$ cat src/rtl/button_debounce_pulse.sv
// Push-button front end: two-flop synchroniser, debounce FSM, and registered
// level plus single-cycle press / release / long-press / auto-repeat pulses.
module button_debounce_pulse #(
    parameter int DEBOUNCE_CYCLES = 250000,
    parameter int LONG_CYCLES     = 25000000,
    parameter int REPEAT_CYCLES   = 5000000,
    parameter int REPEAT_EN       = 1
) (
    input  logic i_clk,
    input  logic i_rst,
    input  logic i_sw,
    output logic o_level,
    output logic o_press_pulse,
    output logic o_release_pulse,
    output logic o_long_pulse,
    output logic o_repeat_pulse
);

    localparam int MAX_DR     = (DEBOUNCE_CYCLES > REPEAT_CYCLES) ? DEBOUNCE_CYCLES : REPEAT_CYCLES;
    localparam int MAX_CYCLES = (LONG_CYCLES > MAX_DR) ? LONG_CYCLES : MAX_DR;
    localparam int CNT_W      = (MAX_CYCLES > 1) ? $clog2(MAX_CYCLES) : 1;

    localparam logic [CNT_W-1:0] DEB_LAST  = CNT_W'(DEBOUNCE_CYCLES - 1);
    localparam logic [CNT_W-1:0] LONG_LAST = CNT_W'(LONG_CYCLES - 1);
    localparam logic [CNT_W-1:0] REP_LAST  = CNT_W'(REPEAT_CYCLES - 1);
    localparam logic             REPEAT_ON = (REPEAT_EN != 0);

    typedef enum logic [2:0] {
        IDLE,
        PRESS_DEB,
        HELD,
        LONG_HELD,
        RELEASE_DEB
    } state_t;

    state_t state, state_next;

    logic s1, s;
    logic [CNT_W-1:0] deb_cnt, deb_cnt_next;
    logic [CNT_W-1:0] hold_cnt, hold_cnt_next;
    logic [CNT_W-1:0] rep_cnt, rep_cnt_next;
    logic was_long, was_long_next;
    logic level_next, press_next, release_next, long_next, repeat_next;

    always_ff @(posedge i_clk or posedge i_rst) begin
        if (i_rst) begin
            s1 <= 1'b0;
            s  <= 1'b0;
        end else begin
            s1 <= i_sw;
            s  <= s1;
        end
    end

    always_ff @(posedge i_clk or posedge i_rst) begin
        if (i_rst) begin
            state           <= IDLE;
            deb_cnt         <= '0;
            hold_cnt        <= '0;
            rep_cnt         <= '0;
            was_long        <= 1'b0;
            o_level         <= 1'b0;
            o_press_pulse   <= 1'b0;
            o_release_pulse <= 1'b0;
            o_long_pulse    <= 1'b0;
            o_repeat_pulse  <= 1'b0;
        end else begin
            state           <= state_next;
            deb_cnt         <= deb_cnt_next;
            hold_cnt        <= hold_cnt_next;
            rep_cnt         <= rep_cnt_next;
            was_long        <= was_long_next;
            o_level         <= level_next;
            o_press_pulse   <= press_next;
            o_release_pulse <= release_next;
            o_long_pulse    <= long_next;
            o_repeat_pulse  <= repeat_next;
        end
    end

    // hold_cnt and rep_cnt stay frozen in RELEASE_DEB so a rejected release bounce resumes timing
    always_comb begin
        state_next    = state;
        deb_cnt_next  = deb_cnt;
        hold_cnt_next = hold_cnt;
        rep_cnt_next  = rep_cnt;
        was_long_next = was_long;
        press_next    = 1'b0;
        release_next  = 1'b0;
        long_next     = 1'b0;
        repeat_next   = 1'b0;

        case (state)
            IDLE: begin
                if (s) begin
                    state_next   = PRESS_DEB;
                    deb_cnt_next = '0;
                end
            end
            PRESS_DEB: begin
                if (!s) begin
                    state_next = IDLE;
                end else if (deb_cnt == DEB_LAST) begin
                    state_next    = HELD;
                    hold_cnt_next = '0;
                    press_next    = 1'b1;
                end else begin
                    deb_cnt_next = deb_cnt + 1'b1;
                end
            end
            HELD: begin
                if (!s) begin
                    state_next   = RELEASE_DEB;
                    deb_cnt_next = '0;
                end else if (hold_cnt == LONG_LAST) begin
                    state_next    = LONG_HELD;
                    rep_cnt_next  = '0;
                    was_long_next = 1'b1;
                    long_next     = 1'b1;
                end else begin
                    hold_cnt_next = hold_cnt + 1'b1;
                end
            end
            LONG_HELD: begin
                if (!s) begin
                    state_next   = RELEASE_DEB;
                    deb_cnt_next = '0;
                end else if (rep_cnt == REP_LAST) begin
                    rep_cnt_next = '0;
                    repeat_next  = REPEAT_ON;
                end else begin
                    rep_cnt_next = rep_cnt + 1'b1;
                end
            end
            RELEASE_DEB: begin
                if (s) begin
                    state_next = was_long ? LONG_HELD : HELD;
                end else if (deb_cnt == DEB_LAST) begin
                    state_next    = IDLE;
                    was_long_next = 1'b0;
                    release_next  = 1'b1;
                end else begin
                    deb_cnt_next = deb_cnt + 1'b1;
                end
            end
            default: begin
                state_next = IDLE;
            end
        endcase

        level_next = (state_next == HELD) || (state_next == LONG_HELD) ||
                     (state_next == RELEASE_DEB);
    end

endmodule
$ cat config.mk
export PLATFORM = sky130hd
export DESIGN_NAME = button_debounce_pulse
export DESIGN_NICKNAME = d
export VERILOG_FILES = /design/src/rtl/button_debounce_pulse.sv
export SDC_FILE = /design/constraint.sdc
export NUM_CORES = 1
export LEC_CHECK = 0
export CORE_MARGIN = 8
export CORE_UTILIZATION = 65
export CTS_BUF_LIST = sky130_fd_sc_hd__clkbuf_8
export CTS_CLUSTER_DIAMETER = 80
export DETAILED_ROUTE_END_ITERATION = 12
export PLACE_DENSITY = 0.82
export REMOVE_ABC_BUFFERS = 1
export SETUP_SLACK_MARGIN = 0.5
export SLEW_MARGIN = 20
export SYNTH_ARGS = -nofsm -noshare
export SYNTH_HDL_FRONTEND = slang
export SYNTH_SLANG_ARGS = --single-unit
export TNS_END_PERCENT = 1
$ cat constraint.sdc
create_clock -name i_clk -period 3.5 [get_ports i_clk]
set_clock_uncertainty 0.05 [all_clocks]
set_input_delay 0.7 -clock i_clk [delete_from_list [all_inputs] [get_ports i_clk]]
set_output_delay 0.7 -clock i_clk [all_outputs]
set_load 0.005 [all_outputs]
==> flow_summary.toml, run 1 <==
[critical_path]
crit_arrival_ns = 2.83
critical_path_class = "flop to flop"
regToRegStartpoint = "state[2]"
cp_max_fo = 14
ff2ff_setup_slack_ns = 0.86
reg2regPathDepth = 5
crit_start = "state[2]"
rr_endpoint = "deb_cnt[5]"
cp.required_ns = 3.69
endpoint_kind = "flop"
worstSetupStartpointType = "flop"

[synthesis]
async_flop_share_pct = 100.0
syn-cell-area_um2 = 5021
synth-seq-area-share_pct = 42.86
synthCells = 560
ys_types = 62
synth_area_per_cell_um2 = 8.966
yosys_register_bits = 86
ys_warn_count = 0
synth_flop_cell = "dfrtp_1"
synth_edf_count = 0

[sta]
slew_headroom_pct = 39.82
whs_ns = 0.3015
hold_viol_final = 0
setup_viol = 0
rsz0062_at_grt = "no"
period_needed_ns = 2.641
max_freq_ghz = 0.3786
tightest_slew_ns = 0.8993
finalSetupTns_ns = 0
period_share_pct = 75.46
drv_slew = 0

[placed_design]
hpwl_um = 7651
place_congestion = 0.8965
io_buffer_count = 7

[global_routing]
gr-total-overflow = 0
track_usage_pct = 20.78
antenna_found_initial = 0
grt_max_degree = 45
grt_first_pass_wirelength_um = 19140
grt_pass1_vias = 4015

[floorplan]
core_um2 = 7607
rows = 32
start_util_pct = 66.00
io_pins = 8
fp.dieW_um = 103.9
die_h_um = 103.9
dieArea_um2 = 10790

[clock_tree]
clk_latency_ns = 0.35
cts_root_buffer = "clkbuf_8"
clk_pin_slew_worst_paths_ns = 0.09
post_cts_buffers = 0
cts_made_buffers = 9
cts_buffer_depth = 2
cts-resized-gates = 0
cts_tree = "yes"
cts_max_level = 3
hold_buffers = 0
clock-sinks = 86

[worst_hold_path]
min_to = "s"
holdCritPathClass = "flop to flop"
hp-start = "s1"
hold_depth = 0

[routing]
wl_per_cell_um = 17.40
routed_via_density = 6.785
ant_nets = 0
finalWirelength_um = 11480
num_vias = 4478
first_pass_iters = 5
drc = 0
drt_iter0_markers = 376

[power_and_ir_drop]
p_leak_nw = 2.153
power.density_nw_per_um2 = 349.9
ir_drop_uv = 221.6

[final_layout]
drive_gt1_share_pct = 7.527
n_antenna_cell = 0
final_nets = 559
area_growth_pct = 7.924

[outcome]
status = "finished clean"

[flow_run]
drv_cap = 0
==> sequential cells by signal (all words and copies together), names as in the netlist, 3 cells and up <==
| signal | cells |
|---|---|
| deb_cnt | 25 |
| hold_cnt | 25 |
| rep_cnt | 25 |
| state | 3 |
==> layout by cell type (no fill, tap or decap), types with 3 or more instances in the layout <==
| cell | instances |
|---|---|
| dfrtp_1 | 86 |
| nand2_1 | 58 |
| nand3_1 | 40 |
| a21oi_1 | 40 |
| nor2_1 | 30 |
| o21ai_0 | 29 |
| or4_1 | 28 |
| o31ai_1 | 23 |
| nand4_1 | 16 |
| or3_1 | 14 |
| nor4_1 | 13 |
| inv_1 | 13 |
| a31oi_1 | 13 |
| and3_1 | 11 |
| and4_1 | 9 |
| a211oi_1 | 9 |
| clkbuf_8 | 9 |
| xnor2_1 | 7 |
| mux2i_1 | 7 |
| clkdlybuf4s50_1 | 7 |
| buf_4 | 7 |
| nand2b_1 | 6 |
| nor3_1 | 6 |
| nor4b_1 | 5 |
| nor2b_1 | 5 |
| and2_1 | 5 |
| a22o_1 | 5 |
| a41o_1 | 3 |
| o21a_1 | 3 |
| ha_1 | 3 |
| bufinv_16 | 3 |
==> per-stage QoR <==
step | setup WS, ns | cells | cell area (um2) | util (%) | power (W)
2_1_floorplan | 0.5282 | 526 | 4867 | - | 0.001061
3_3_place_gp | 1.020 | 640 | 5126 | 67.38 | 0.001084
3_5_place_dp | 0.8005 | 640 | 5139 | 67.55 | 0.001087
4_1_cts | 0.7847 | 656 | 5376 | 70.67 | 0.001906
5_1_grt | 0.6754 | 660 | 5419 | 71.23 | 0.001955
6_report | 0.8590 | 660 | 5419 | 71.23 | 0.001896
==> cells in the mapped netlist, drive strengths merged (2+ instances only) <==
cell type / instances / share of area, %
and3: 11 / 1.4
a211oi: 9 / 1.3
nand4bb: 2 / 0.45
a41o: 3 / 0.60
o21a: 3 / 0.45
a211o: 2 / 0.35
a31oi: 13 / 1.6
a21o: 2 / 0.30
inv: 13 / 0.97
or4: 29 / 4.4
nand2: 58 / 4.3
nor2b: 5 / 0.62
nand3: 41 / 4.2
dfrtp: 86 / 43
or3b: 3 / 0.52
ha: 3 / 0.75
nand4b: 2 / 0.35
o2bb2ai: 3 / 0.52
nor3: 7 / 0.80
nand2b: 6 / 0.75
xnor2: 7 / 1.2
buf: 12 / 1.4
o31ai: 23 / 3.4
nor4b: 5 / 0.87
clkbuf: 22 / 1.7
a21oi: 42 / 4.3
mux2i: 7 / 1.4
and4: 9 / 1.6
a22o: 5 / 0.87
o21ai: 30 / 3.2
nand4: 18 / 2.7
or3: 14 / 1.7
nor2: 30 / 2.2
nor4: 16 / 2.7
and2: 5 / 0.62
==> area by class of cell <==
cell class | instances | area (um2)
Timing Repair Buffer | 16 | 162.7
Multi-Input combinational cell | 427 | 2689
Inverter | 13 | 50.05
Sequential cell | 86 | 2152
Clock inverter | 7 | 113.9
Fill cell | 602 | 2188
Tap cell | 102 | 127.6
Clock buffer | 9 | 123.9
==> per-layer routing <==
layer,vias up,wire (um),global-route usage (%)
met5,-,0,0
met4,0,144,8.066
met3,16,634,2.540
met2,155,5572,33.23
met1,2189,5133,28.15
li1,2118,-,-
==> worst max path at each step <==
stage,slack (ns),to
after floorplan,0.53,deb_cnt[0]
after global placement,1.02,hold_cnt[22]
after detailed placement,0.80,hold_cnt[24]
after CTS,0.78,hold_cnt[24]
after global routing,0.68,deb_cnt[7]
final,0.86,deb_cnt[5]
==> power breakdown <==
part | internal [W] | switching, W | leakage [nW]
Clock | 0.000470 | 0.000360 | 0.117
Sequential | 0.000998 | 0.00000553 | 1.19
Combinational | 0.0000148 | 0.0000476 | 0.843
Total | 0.00148 | 0.000413 | 2.15
==> critical path, cell delays in order, from the launching register on <==
cell and delay (ns):
dfrtp_1 0.57, or3b_1 0.39, a21oi_1 0.30, a2bb2oi_1 0.78, a31oi_1 0.20, a41o_1 0.24
==> cell families (layout without fill, tap and decap cells) <==
logic type | after synthesis | count (layout) | share of synthesized area (%)
buf+inv | 47 | 45 | 4.037
compound gates | 143 | 143 | 18.39
mux | 8 | 8 | 1.620
flops | 86 | 86 | 42.86
fa+ha+maj | 3 | 3 | 0.7477
simple gates | 265 | 265 | 30.95
xor+xnor | 8 | 8 | 1.396
Note: power is estimated with default switching activity, not from simulation.
==> run 2: changes to the inputs <==
CORE_UTILIZATION = 59   (was 65)
PLACE_DENSITY = 0.79   (was 0.82)
clock period = 2.4 ns   (was 3.5 ns; I/O delays follow)
==> flow_summary.toml, run 2 (synthesis gave the netlist of run 1 again) <==
[final_layout]
final_common_cell = "dfrtp_1"
drive_gt1_share_pct = 23.00
area_growth_pct = 22.53
final_nets = 614
final_area_um2 = 6152
layout_common_cells = "dfrtp_1 (81), nand2_1 (55), buf_4 (55)"
largestRegisters = "deb_cnt (25), hold_cnt (25), rep_cnt (25)"
finish.utilization_pct = 74.87
n_antenna_cell = 0

[sta]
max_freq_ghz = 0.4728
period_share_pct = 88.12
finalSetupTns_ns = 0
rsz0062_at_grt = "yes"
setup_viol = 0
slew_headroom_pct = 58.93
tightest_slew_ns = 0.6160
period_needed_ns = 2.115
whs_ns = 0.3297
hold_viol_final = 0
drv_slew = 0

[routing]
routed_via_density = 6.890
ant_nets = 0
finalWirelength_um = 13850
drt_iter0_markers = 507
drc = 0
num_vias = 4947
first_pass_iters = 5
wl_per_cell_um = 19.29

[global_routing]
grt_first_pass_wirelength_um = 21800
track_usage_pct = 22.81
gr-total-overflow = 0
grt_max_degree = 41
grt_pass1_vias = 4548
antenna_found_initial = 0

[critical_path]
worstPathCellList = "ha_4, nand4_4, nor4_4, nand3_2, or4_1, a21oi_1"
endpoint_kind = "flop"
endpoint = "rep_cnt[20]"
worstSetupStartpointType = "flop"
regToRegStartpoint = "rep_cnt[1]"
critical_path_class = "flop to flop"
cp.required_ns = 2.63
worst_path_largest_cell_delay_ns = 0.51
ff2ff_setup_slack_ns = 0.29
crit_arrival_ns = 2.35
cp_max_fo = 7
reg2regPathDepth = 6
slowest_stage = "or4_1"
rr_endpoint = "rep_cnt[20]"
crit_start = "rep_cnt[1]"

[placed_design]
io_buffer_count = 7
place_area_um2 = 5395
hpwl_um = 8536
place_congestion = 0.8897

[worst_hold_path]
holdCritPathClass = "flop to flop"

[floorplan]
start_util_pct = 61.11
rows = 33
core_um2 = 8217
die_h_um = 108.3
fp.dieW_um = 108.3
io_pins = 8
dieArea_um2 = 11720

[clock_tree]
cts_tree = "yes"
clk_pin_slew_worst_paths_ns = 0.09
clock-sinks = 86
clk_latency_ns = 0.36
cts_max_level = 3
cts_made_buffers = 9
cts_root_buffer = "clkbuf_8"
cts_buffer_depth = 2

[power_and_ir_drop]
power.density_nw_per_um2 = 441.1
p_leak_nw = 2.485
internal_power_w = 0.002095
combPwrFrac_pct = 4.4
power_switching_w = 0.0006186
ir_drop_uv = 282.3
p_clk_share_pct = 41.8
swShare_pct = 22.79
pwr-share-seq_pct = 53.9

[outcome]
status = "finished clean"

[flow_run]
drv_cap = 0
## run 2: changes by cell type in the layout (fill, tap and decap cells not counted), moves of 4 or more
cell,delta
buf_4,+48
nor4_2,+4
nor4_1,-7
a21oi_4,+5
a211oi_1,-4
dfrtp_1,-5
and3_2,+4
dfrtp_2,+5
a211oi_2,+4
and3_1,-4
## run 2: cell type report
type,count,area [um2]
sequential,86,2158
tap,105,131.4
clock inverter,6,77.57
multi-input combinational,430,3018
clock buffer,10,137.6
fill,547,2064
timing repair buffer,68,579.3
inverter,13,50.05
## run 2: routing by layer
metal	GRT usage [%]	vias to the layer above	wire (um)
met5	0	-	0
met4	9.091	0	231
met3	3.569	28	1064
met2	36.14	261	6586
met1	30.66	2424	5970
li1	-	2234	-
## run 2: power by group through the flow
stage	logic [W]	clock network, W	registers [W]
3_5_place_dp	0.000108	0	0.00149
4_1_cts	0.000112	0.00113	0.00146
6_report	0.000119	0.00113	0.00146
2_1_floorplan	0.0000548	0	0.00149
3_3_place_gp	0.000103	0	0.00149
5_1_grt	0.000132	0.00119	0.00146
## run 2: critical path: cells and delay by family, from the launching register on
family | cells | cell delay (ns)
simple gates | 4 | 1.23
compound gates | 1 | 0.16
fa+ha+maj | 1 | 0.19
flops | 1 | 0.41
## run 2: worst min path at each step
stage	from	to	slack, ns	cells after the start
floorplan	s1	s	0.28	0
global placement	s1	s	0.30	0
detailed placement	s1	s	0.31	0
CTS	s1	s	0.33	0
global route	s1	s	0.33	0
finish	s1	s	0.33	0
## run 2: through the flow
step | std cells | power, W | worst slack, ns
after floorplan | 526 | 0.001547 | -0.3518
after global placement | 675 | 0.001592 | 0.1613
after detailed placement | 675 | 0.001598 | 0.1029
after CTS | 700 | 0.002701 | 0.2923
after global routing | 718 | 0.002783 | 0.1910
final | 718 | 0.002714 | 0.2852
## run 2: repair_timing
item / 4_1_cts / 5_1_grt
setup endpoints to repair: 79 / 81
gates resized for setup: 26 / 39
gates cloned: 1 / 3
buffers inserted: 8 / 15
pin swaps: 10 / 12
hold buffers: 0 / 0
